--- config.mk ---
export PLATFORM = sky130hd
export DESIGN_NAME = key_flag_gen
export DESIGN_NICKNAME = d
export VERILOG_FILES = /design/src/rtl/key_flag_gen.sv
export SDC_FILE = /design/constraint.sdc
export NUM_CORES = 1
export LEC_CHECK = 0
export BUFFER_PORTS_ARGS = -buffer_cell sky130_fd_sc_hd__buf_2
export CORE_MARGIN = 1
export CORE_UTILIZATION = 37
export CTS_BUF_LIST = sky130_fd_sc_hd__clkbuf_8
export CTS_CLUSTER_DIAMETER = 60
export DETAILED_ROUTE_END_ITERATION = 12
export GPL_TIMING_DRIVEN = 0
export MAX_ROUTING_LAYER = met4
export PLACE_DENSITY = 0.52
export SKIP_CTS_REPAIR_TIMING = 1
export SYNTH_ARGS = -nofsm -noshare
export SYNTH_HDL_FRONTEND = slang
export SYNTH_SLANG_ARGS = --single-unit
--- constraint.sdc ---
create_clock -name clk -period 5.3 [get_ports clk]
set_input_delay 0 -clock clk [delete_from_list [all_inputs] [get_ports clk]]
set_output_delay 0 -clock clk [all_outputs]
set_load 0.02 [all_outputs]
--- src/rtl/key_flag_gen.sv ---
// Two-button front end: synchronise and debounce active-low keys, then emit one
// arbitrated single-cycle flag per accepted press plus the debounced key levels.
module key_flag_gen #(
    parameter int unsigned CNT_DB = 1_000_000
) (
    input  logic       clk,
    input  logic       rst_n,
    input  logic       key1_n,
    input  logic       key2_n,
    output logic       flag1,
    output logic       flag2,
    output logic [1:0] key_state
);

    typedef enum logic [1:0] {
        StIdle   = 2'b00,
        StPressF = 2'b01,
        StDown   = 2'b10,
        StRelF   = 2'b11
    } key_st_e;

    localparam logic [23:0] CntMax = 24'(CNT_DB - 1);

    // Both synchroniser stages reset to released so a held key is seen as a fresh press.
    logic [1:0] sync1_q;
    logic [1:0] sync2_q;

    always_ff @(posedge clk or negedge rst_n) begin
        if (!rst_n) begin
            sync1_q <= 2'b11;
            sync2_q <= 2'b11;
        end else begin
            sync1_q <= {key2_n, key1_n};
            sync2_q <= sync1_q;
        end
    end

    logic [1:0] press;
    logic [1:0] held_d;

    for (genvar i = 0; i < 2; i++) begin : g_key
        logic    s;
        key_st_e state_q, state_d;
        logic [23:0] cnt_q, cnt_d;
        logic    press_k;

        assign s = sync2_q[i];

        always_ff @(posedge clk or negedge rst_n) begin
            if (!rst_n) begin
                state_q <= StIdle;
                cnt_q   <= '0;
            end else begin
                state_q <= state_d;
                cnt_q   <= cnt_d;
            end
        end

        always_comb begin
            state_d = state_q;
            cnt_d   = cnt_q;
            press_k = 1'b0;
            case (state_q)
                StIdle: begin
                    if (!s) begin
                        state_d = StPressF;
                        cnt_d   = '0;
                    end
                end
                StPressF: begin
                    if (s) begin
                        state_d = StIdle;
                        cnt_d   = '0;
                    end else if (cnt_q < CntMax) begin
                        cnt_d = cnt_q + 24'd1;
                    end else begin
                        state_d = StDown;
                        cnt_d   = '0;
                        press_k = 1'b1;
                    end
                end
                StDown: begin
                    if (s) begin
                        state_d = StRelF;
                        cnt_d   = '0;
                    end
                end
                StRelF: begin
                    if (!s) begin
                        state_d = StDown;
                        cnt_d   = '0;
                    end else if (cnt_q < CntMax) begin
                        cnt_d = cnt_q + 24'd1;
                    end else begin
                        state_d = StIdle;
                        cnt_d   = '0;
                    end
                end
                default: begin
                    state_d = StIdle;
                    cnt_d   = '0;
                end
            endcase
        end

        assign press[i]  = press_k;
        assign held_d[i] = (state_d == StDown) || (state_d == StRelF);
    end

    logic       flag1_q;
    logic       flag2_q;
    logic [1:0] key_state_q;

    // Key1 wins a same-cycle tie; the losing key2 press is dropped, not retried.
    always_ff @(posedge clk or negedge rst_n) begin
        if (!rst_n) begin
            flag1_q     <= 1'b0;
            flag2_q     <= 1'b0;
            key_state_q <= 2'b00;
        end else begin
            flag1_q     <= press[0];
            flag2_q     <= press[1] & ~press[0];
            key_state_q <= held_d;
        end
    end

    assign flag1     = flag1_q;
    assign flag2     = flag2_q;
    assign key_state = key_state_q;

endmodule
After elaboration in Yosys (flattened, before gate mapping)
Cells that the tools add are included.

Magnitude comparators: 2. Bitwise operators: 2. Equality and inequality tests: 14. Reduce and logical (&&, ||, !) cells: 6. Multiplexer cells: 32. Add/subtract/negate cells: 2.

Operators by type and width (number): $mux W24 (10); $pmux W24 S4 (2); $add A24 B1 Y24 const B (2); $lt A24 B20 Y1 const B (2); $mux W2 (12); $eq A2 B2 Y1 const B (8); $pmux W2 S4 (2); $ne A2 B2 Y1 const B (4); $mux W1 (6); $eq A2 B1 Y1 const B (2); $logic_not A2 Y1 (2); $reduce_and A2 Y1 (2); $logic_or A1 B1 Y1 (2); $and A1 B1 Y1 (1); $not A1 Y1 (1).

Flip-flop bits (word level): 60. Logic and storage cells: 67. Output and inout bits: 4.

Depth between registers and ports, before layout
Gate-level depths: netlist of run 1.

Word-level depth: 6. Depth in mapped cells: 9.

Worst setup path after synthesis of run 1
No wires, ideal clock.

Path type: register -> register. From: register g_key[0].cnt_q[0]. To: register g_key[0].cnt_q[9]. Period minus slack after synthesis: 2.131 ns. Path slack: 3.169 ns. Cell stages (with the launch flop): 9. Data required time: 5.231 ns. Data arrival time: 2.062 ns. Cells stage by stage: dfrtp_1 ha_1 and3_4 and3_4 o311ai_1 and3_1 buf_4 or3b_1 nand3_1.

Cells in the longest elaborated chain, start to end: 4. Elaborated cells between the ends (all ways): 6. Those cells by class: add/sub (1); order compare (1); mux (4).

RTL lines: start: declaration (RTL line 44) `logic [23:0] cnt_q, cnt_d;`; start signal: assignment (RTL line 55) `cnt_q <= cnt_d;`; $add A24 B1 Y24 / $lt A24 B20 Y1 (equally long branches); $mux W24 * (RTL line 74, 92); $mux W24, on equally long branches (RTL line 89, 71); $pmux W24 S4 * (RTL line 63) `case (state_q)`.

Every way passes the cells marked *; elsewhere a longest branch is shown, timed or not. A chain may end at the register's enable or synchronous reset.

Final worst setup path of run 1
From: register g_key[0].cnt_q[0]. To: register g_key[0].cnt_q[12].

Same word-level chain as after synthesis.

==> results of run 1 <==
==> cell families (layout without fill, tap and decap cells) <==
group	after synthesis	in the layout
AO/OA/AOI/OAI	84	84
XOR/XNOR	4	4
adder cells (fa/ha/maj)	2	2
buffers and inverters	21	47
flip-flops	60	60
multiplexers	4	4
AND/OR/NAND/NOR	142	142
==> metal layers <==
layer / vias to the layer above / wire length, microns / track usage (%) / share of wire [%]
li1: 1216 / - / - / -
met1: 1151 / 3550 / 25.7 / 56
met2: 35 / 2590 / 22.2 / 40
met3: 5 / 166 / 2.68 / 2.6
met4: 0 / 84 / 7.31 / 1.3
met5: - / 0 / - / 0
==> sequential cells by signal (all words and copies together), names as in the netlist <==
register       count
sync2_q            2
sync1_q            2
g_key.state_q      4
key_state          2
flag1              1
g_key.cnt_q       48
flag2              1
==> worst min-delay path by stage <==
| stage | to | slack (ps) | cells after the start | start |
|---|---|---|---|---|
| floorplan | flag1 | -300 | 0 | rst_n |
| global route | sync1_q[0] | 290 | 2 | key1_n |
| finish | g_key[0].cnt_q[6] | 290 | 2 | rst_n |
| detailed placement | sync1_q[1] | 110 | 1 | key2_n |
| global placement | sync1_q[1] | 100 | 1 | key2_n |
| CTS | sync1_q[1] | -250 | 1 | key2_n |
==> metrics by stage <==
| stage | area, sq um | power, mW | hold slack [ps] | cells | setup WS (ps) |
|---|---|---|---|---|---|
| after global placement | 3230 | 0.533 | 105 | 426 | 2950 |
| after detailed placement | 3230 | 0.533 | 106 | 426 | 2890 |
| after global routing | 3460 | 0.982 | 293 | 445 | 2710 |
| final | 3460 | 0.941 | 287 | 445 | 2890 |
| after CTS | 3430 | 0.951 | -253 | 442 | 2890 |
| after floorplan | 3070 | 0.511 | -296 | 317 | 3170 |
==> cell usage in the layout, fill, tap and decap left out, types with 5 or more instances in the layout <==
cell,count
nand4_1,8
and2_1,6
nor4_1,6
nand3_1,21
nand2b_1,5
buf_4,6
a31oi_1,14
clkbuf_1,5
a21o_1,10
buf_2,8
clkbuf_8,9
o21ai_0,19
and3_1,11
a21oi_1,16
nor2_1,24
dfrtp_1,56
nor3_1,7
nand2_1,31
inv_1,7
==> cell type report <==
class | instances | area share (%)
plain buffers | 14 | 2.57
multi-input cells | 236 | 41.7
inverters | 7 | 0.759
repair buffers | 10 | 1.95
well taps | 102 | 3.69
clock inverters | 7 | 2.21
clock buffers | 9 | 3.58
flip-flops and latches | 60 | 43.5
==> critical path, delay by kind of cell (launching register included) <==
family          cells  cell delay (ps)
compound gates      3              730
simple gates        3              620
flops               1              410
buf+inv             2              310
fa+ha+maj           1              250
==> power by group <==
group	internal, mW	switching [mW]
registers	0.466	0.00780
logic	0.0172	0.0338
clock network	0.219	0.197
==> metrics.txt, run 1 <==
# TYPE chip_impl_metric gauge
chip_impl_metric{name="register_area",unit="sq um"} 1510
chip_impl_metric{name="arrival",unit="ps"} 2660
chip_impl_metric{name="post_synth_instance_area",unit="sq um"} 3070
chip_impl_metric{name="synth_largest_type_area_fraction",unit="%"} 45.7
chip_impl_info{name="hold_crit_path_type",value="in2async"} 1
chip_impl_info{name="slowest_stage",value="o311ai_1"} 1
chip_impl_metric{name="synth_fa_ha_area_share",unit="%"} 0.816
chip_impl_metric{name="synth_nets",unit=""} 323
chip_impl_metric{name="fin_crit_sh",unit="%"} 45.4
chip_impl_info{name="combinational_family_with_the_most_area_after_synthesis",value="simple AND/OR/NAND/NOR gates"} 1
chip_impl_info{name="crit_path_start_kind",value="flop"} 1
chip_impl_info{name="ys_top_cells_by_count",value="56 x dfrtp_1, 31 x nand2_1, 24 x nor2_1, 21 x nand3_1, 19 x o21ai_0"} 1
chip_impl_metric{name="dp.final_hpwl",unit="microns"} 4250
chip_impl_metric{name="post_route_cells_drive_above_1_share",unit="%"} 15.2
chip_impl_metric{name="wl",unit="microns"} 6390
chip_impl_info{name="synth.most_common_cell",value="dfrtp_1"} 1
chip_impl_metric{name="worst_slew_pin_slew",unit="ps"} 772
chip_impl_metric{name="placer_congestion",unit=""} 0.782
chip_impl_metric{name="htree_num_levels",unit=""} 3
chip_impl_metric{name="overflow_after_grt",unit=""} 0
chip_impl_metric{name="n_fill_cell",unit=""} 772
chip_impl_metric{name="yosys.cell_types.count",unit=""} 52
chip_impl_metric{name="ant_nets",unit=""} 0
chip_impl_metric{name="count_of_antenna_diodes_in_the_layout",unit=""} 0
chip_impl_metric{name="synth_seq_cells",unit=""} 60
chip_impl_metric{name="detailedRoute.firstPassIterationCount",unit=""} 4
chip_impl_info{name="r2r_start",value="g_key[0].cnt_q[0]"} 1
chip_impl_info{name="setup.worst_path.end_class",value="flop"} 1
chip_impl_metric{name="setup-tns-final",unit="ps"} 0
chip_impl_metric{name="area_of_the_die",unit="sq um"} 8650
chip_impl_metric{name="die_y",unit="microns"} 93.0
chip_impl_metric{name="vdd_ir_drop_max",unit="uV"} 132
chip_impl_metric{name="clkSinkCount",unit=""} 60
chip_impl_metric{name="synth_sequential_area_ratio",unit="%"} 49.1
chip_impl_metric{name="avgRoutedWirePerCell",unit="microns"} 14.4
chip_impl_metric{name="grt_antenna_before_repair",unit=""} 0
chip_impl_metric{name="total_leakage_power",unit="nW"} 1.52
chip_impl_metric{name="slowest_delay",unit="ps"} 460
chip_impl_metric{name="synth_compound_area_share",unit="%"} 18.9
chip_impl_metric{name="coreArea",unit="sq um"} 7890
chip_impl_metric{name="worst-r2r-setup-slack",unit="ps"} 2890
chip_impl_metric{name="via_per_inst",unit=""} 5.41
chip_impl_metric{name="clock_skew",unit="ps"} 9.30
chip_impl_metric{name="design.portCount",unit=""} 8
chip_impl_metric{name="port_buffers",unit=""} 7
chip_impl_info{name="crit_chain",value="ha_1, and3_4, and3_4, o311ai_1, and3_1, buf_4, buf_6, a41oi_1, a31oi_1"} 1
chip_impl_metric{name="crit_required",unit="ps"} 5560
chip_impl_info{name="grt_setup_unrepaired",value="false"} 1
chip_impl_metric{name="syn_avg_cell_area",unit="sq um"} 9.67
chip_impl_metric{name="globalRouteTotalUtil",unit="%"} 17.0
chip_impl_info{name="top_reg_cell_synth",value="dfrtp_1"} 1
chip_impl_info{name="synth.top_cells.by_area",value="dfrtp_1 46%, nand2_1 3.8%, dfstp_2 3.4%"} 1
chip_impl_metric{name="cts_inserted_buffers",unit=""} 9
chip_impl_metric{name="synthesis.yosys.warnings",unit=""} 0
chip_impl_metric{name="number_of_enable_type_register_cells_in_the_synthesized_netlist",unit=""} 0
chip_impl_metric{name="layout.nets",unit=""} 344
chip_impl_info{name="synth_top_cell_by_area",value="dfrtp_1"} 1
chip_impl_metric{name="die_w",unit="microns"} 93.0
chip_impl_metric{name="route.detailed.drc",unit=""} 0
chip_impl_metric{name="initial_core_util",unit="%"} 38.9
chip_impl_metric{name="cp_max_fo",unit=""} 10
chip_impl_info{name="status",value="complete, no violations"} 1
chip_impl_metric{name="clk_transition_reported_paths",unit="ps"} 80
chip_impl_metric{name="post_synth_xor_area_fraction",unit="%"} 1.14
chip_impl_metric{name="routed-via-count",unit=""} 2407
chip_impl_metric{name="syn_inst",unit=""} 317
chip_impl_metric{name="period_needed",unit="ps"} 2410
chip_impl_info{name="endpoint_of_the_worst_register_to_register_path",value="g_key[0].cnt_q[12]"} 1
chip_impl_metric{name="setup_violations",unit=""} 0
chip_impl_metric{name="vias_in_the_first_global_route",unit=""} 2241
chip_impl_metric{name="worst-r2r-cell-count",unit=""} 9
chip_impl_metric{name="postSynth.asyncResetShare",unit="%"} 100
chip_impl_info{name="clock-root-buffer",value="clkbuf_8"} 1
chip_impl_info{name="path_class",value="reg2reg"} 1
chip_impl_metric{name="count_of_maximum_capacitance_violations",unit=""} 0
chip_impl_metric{name="fin_util",unit="%"} 43.9
chip_impl_metric{name="initialDrtViolationCount",unit=""} 129
chip_impl_metric{name="max-slew-margin-rel",unit="%"} 48.5
chip_impl_info{name="timing.critical_path.mode_cell",value="and3_4"} 1
chip_impl_metric{name="timing_max_transition_violations_final",unit=""} 0
chip_impl_metric{name="simple_gate_portion_of_the_synthesized_area",unit="%"} 24.9
chip_impl_info{name="cts_tree",value="built"} 1
chip_impl_metric{name="maximum_number_of_pins_on_one_net_before_global_route_repair",unit=""} 61
chip_impl_metric{name="cts_buffer_depth",unit=""} 2
chip_impl_metric{name="multi_input_comb_area",unit="sq um"} 1440
chip_impl_metric{name="proportion_of_synthesized_area_in_mux_cells",unit="%"} 1.31
chip_impl_metric{name="clock_latency",unit="ps"} 340
chip_impl_metric{name="std_cell_rows",unit=""} 32
chip_impl_metric{name="timing.fmax",unit="GHz"} 0.416
chip_impl_metric{name="grt_first_pass_wirelength",unit="microns"} 11100
chip_impl_info{name="endpoint",value="g_key[0].cnt_q[12]"} 1
chip_impl_metric{name="area.growth.synth_to_final",unit="%"} 12.9
chip_impl_metric{name="power_density",unit="nW/um^2"} 272
chip_impl_metric{name="finalHoldViolCount",unit=""} 0
chip_impl_info{name="timing.critical_path.from",value="g_key[0].cnt_q[0]"} 1
Note: power is estimated with default switching activity, not from simulation.
==> inputs of run 2 (changes only) <==
--- a/config.mk
+++ b/config.mk
@@ -13,7 +13,7 @@
 export DETAILED_ROUTE_END_ITERATION = 12
 export GPL_TIMING_DRIVEN = 0
 export MAX_ROUTING_LAYER = met4
-export PLACE_DENSITY = 0.52
+export PLACE_DENSITY = 0.54
 export SKIP_CTS_REPAIR_TIMING = 1
 export SYNTH_ARGS = -nofsm -noshare
 export SYNTH_HDL_FRONTEND = slang
==> constraint.sdc (replaced) <==
create_clock -name clk -period 2 [get_ports clk]
set_input_delay 0 -clock clk [delete_from_list [all_inputs] [get_ports clk]]
set_output_delay 0 -clock clk [all_outputs]
set_load 0.02 [all_outputs]
==> metrics.txt, run 2 (synthesis gave the netlist of run 1 again) <==
# TYPE chip_impl_metric gauge
chip_impl_metric{name="largest_reg_flops",unit=""} 48
chip_impl_metric{name="crit_required",unit="ps"} 2260
chip_impl_info{name="crit_path_start_kind",value="flop"} 1
chip_impl_metric{name="power_density",unit="nW/um^2"} 665
chip_impl_metric{name="total_leakage_power",unit="nW"} 1.71
chip_impl_metric{name="slowest_delay",unit="ps"} 410
chip_impl_metric{name="design.portCount",unit=""} 8
chip_impl_metric{name="placed_cells",unit=""} 426
chip_impl_metric{name="initialDrtViolationCount",unit=""} 174
chip_impl_metric{name="groute.layer.met3.usage",unit="%"} 2.68
chip_impl_metric{name="vdd_ir_drop_max",unit="uV"} 382
chip_impl_metric{name="via_per_inst",unit=""} 5.52
chip_impl_info{name="hold_crit_path_type",value="in2async"} 1
chip_impl_metric{name="grt_antenna_before_repair",unit=""} 0
chip_impl_metric{name="port_buffers",unit=""} 7
chip_impl_metric{name="max-slew-margin-rel",unit="%"} 49.2
chip_impl_info{name="most_frequent_standard_cell_in_the_layout_excluding_fill_and_tap_cells",value="dfrtp_1"} 1
chip_impl_metric{name="cts_inserted_buffers",unit=""} 9
chip_impl_info{name="timing.critical_path.mode_cell",value="and3_4"} 1
chip_impl_metric{name="period_needed",unit="ps"} 2170
chip_impl_metric{name="pre_cts_ws",unit="ps"} -197
chip_impl_metric{name="die_y",unit="microns"} 93.0
chip_impl_info{name="grt_setup_unrepaired",value="true"} 1
chip_impl_metric{name="finalHoldViolCount",unit=""} 0
chip_impl_info{name="status",value="finished, violations left"} 1
chip_impl_metric{name="timing.fmax",unit="GHz"} 0.460
chip_impl_metric{name="area.growth.synth_to_final",unit="%"} 30.3
chip_impl_info{name="clock-root-buffer",value="clkbuf_8"} 1
chip_impl_metric{name="multi_input_comb_area",unit="sq um"} 1750
chip_impl_metric{name="finalWorstSetupSlack",unit="ps"} -172
chip_impl_metric{name="fin_crit_sh",unit="%"} 109
chip_impl_metric{name="wl",unit="microns"} 7060
chip_impl_metric{name="setup_violations",unit=""} 36
chip_impl_metric{name="n_fill_cell",unit=""} 696
chip_impl_info{name="violations",value="setup timing"} 1
chip_impl_metric{name="count_of_maximum_capacitance_violations",unit=""} 0
chip_impl_metric{name="route.detailed.drc",unit=""} 0
chip_impl_metric{name="std_cell_rows",unit=""} 32
chip_impl_metric{name="detailed_place.area",unit="sq um"} 3250
chip_impl_metric{name="dp.final_hpwl",unit="microns"} 4210
chip_impl_metric{name="grt_first_pass_wirelength",unit="microns"} 11100
chip_impl_metric{name="area_of_the_die",unit="sq um"} 8650
chip_impl_info{name="reg_top3",value="g_key.cnt_q: 48 flops, g_key.state_q: 4 flops"} 1
chip_impl_metric{name="cp_max_fo",unit=""} 8
chip_impl_metric{name="fin_area",unit="sq um"} 3990
chip_impl_metric{name="count_of_antenna_diodes_in_the_layout",unit=""} 0
chip_impl_metric{name="post_route_cells_drive_above_1_share",unit="%"} 29.9
chip_impl_metric{name="timing_max_transition_violations_final",unit=""} 0
chip_impl_metric{name="routed-via-count",unit=""} 2540
chip_impl_metric{name="cts_buffer_depth",unit=""} 2
chip_impl_metric{name="avgRoutedWirePerCell",unit="microns"} 15.4
chip_impl_metric{name="htree_num_levels",unit=""} 3
chip_impl_metric{name="final.hold.worst_slack",unit="ps"} 282
chip_impl_info{name="setup.worst_path.end_class",value="flop"} 1
chip_impl_metric{name="ant_nets",unit=""} 0
chip_impl_info{name="most-common-layout-cells",value="55 x dfrtp_1, 30 x nand2_1, 19 x nor2_1, 19 x nand3_1, 14 x a31oi_1"} 1
chip_impl_info{name="r2r_start",value="g_key[0].cnt_q[0]"} 1
chip_impl_metric{name="grtUsageMet2",unit="%"} 22.9
chip_impl_metric{name="register_area",unit="sq um"} 1510
chip_impl_metric{name="final_cell_count_no_fill",unit=""} 460
chip_impl_metric{name="globalRouteTotalUtil",unit="%"} 16.7
chip_impl_info{name="slowest_stage",value="dfrtp_1"} 1
chip_impl_metric{name="worst-r2r-setup-slack",unit="ps"} -170
chip_impl_metric{name="grt.met1_usage",unit="%"} 24.5
chip_impl_info{name="regMostFlops",value="g_key.cnt_q"} 1
chip_impl_metric{name="clock_latency",unit="ps"} 340
chip_impl_info{name="crit_chain",value="ha_2, and3_4, and3_4, o311ai_4, and3_1, buf_6, or3b_1, nand3_1"} 1
chip_impl_metric{name="arrival",unit="ps"} 2440
chip_impl_metric{name="coreArea",unit="sq um"} 7890
chip_impl_metric{name="overflow_after_grt",unit=""} 0
chip_impl_metric{name="vias_in_the_first_global_route",unit=""} 2225
chip_impl_metric{name="maximum_number_of_pins_on_one_net_before_global_route_repair",unit=""} 61
chip_impl_metric{name="die_w",unit="microns"} 93.0
chip_impl_metric{name="worst-r2r-cell-count",unit=""} 8
chip_impl_metric{name="worst_slew_pin_slew",unit="ps"} 762
chip_impl_info{name="path_class",value="reg2reg"} 1
chip_impl_metric{name="layout.nets",unit=""} 359
chip_impl_metric{name="clkSinkCount",unit=""} 60
chip_impl_metric{name="initial_core_util",unit="%"} 38.9
chip_impl_metric{name="clk_transition_reported_paths",unit="ps"} 70
chip_impl_info{name="grt-busiest-layer",value="met1"} 1
chip_impl_metric{name="setup-tns-final",unit="ps"} -2960
chip_impl_metric{name="clock_skew",unit="ps"} 16.6
chip_impl_info{name="endpoint_of_the_worst_register_to_register_path",value="g_key[0].cnt_q[9]"} 1
chip_impl_metric{name="placer_congestion",unit=""} 0.790
chip_impl_info{name="cts_tree",value="built"} 1
chip_impl_metric{name="detailedRoute.firstPassIterationCount",unit=""} 4
run 2: cell count changes in the layout (fill, tap and decap cells not counted), sizes merged:
cell	change
clkbuf	+4
inv	+1
clkinv	-2
clkinvlp	-1
bufinv	+1
buf	+12
run 2: critical path, delay by kind of cell (launching register included):
family          cells  cell delay [ps]
compound gates      1              310
fa+ha+maj           1              220
simple gates        5             1020
buf+inv             1              150
flops               1              410
run 2: per-stage QoR:
stage / utilization, % / power (mW)
6_report: 50.6 / 2.66
5_1_grt: 50.6 / 2.76
4_1_cts: 44.0 / 2.62
3_5_place_dp: 41.2 / 1.41
3_3_place_gp: 41.2 / 1.41
2_1_floorplan: - / 1.36
run 2: worst max path at each step:
stage / startpoint / end / slack [ps] / depth (start not counted)
after global routing: g_key[0].cnt_q[12] / flag2 / -270 / 6
after global placement: g_key[0].cnt_q[13] / g_key[0].cnt_q[13] / -190 / 8
final: g_key[0].cnt_q[0] / g_key[0].cnt_q[9] / -170 / 8
after detailed placement: g_key[0].cnt_q[13] / g_key[0].cnt_q[13] / -200 / 8
after CTS: g_key[0].cnt_q[13] / g_key[0].cnt_q[13] / -210 / 8
after floorplan: g_key[0].cnt_q[13] / g_key[0].cnt_q[13] / -10 / 8
run 2: power by group:
part | switching, mW | internal [mW] | total, mW
logic | 0.109 | 0.0818 | 0.191
registers | 0.0240 | 1.24 | 1.26
clock network | 0.480 | 0.725 | 1.20
run 2: cell type report:
| type | instances | share of cell area (%) |
|---|---|---|
| Tap cell | 102 | 3.20 |
| Inverter | 7 | 0.658 |
| Sequential cell | 60 | 37.8 |
| Clock inverter | 6 | 2.01 |
| Timing Repair Buffer | 26 | 6.30 |
| Clock buffer | 10 | 3.45 |
| Multi-Input combinational cell | 236 | 43.7 |
| Buffer | 13 | 2.94 |
run 2: metal layers:
| metal | part of all wire, % | vias to the layer above |
|---|---|---|
| met5 | 0 | - |
| met2 | 44 | 36 |
| met3 | 2.3 | 8 |
| met1 | 52 | 1247 |
| li1 | - | 1249 |
| met4 | 1.0 | 0 |
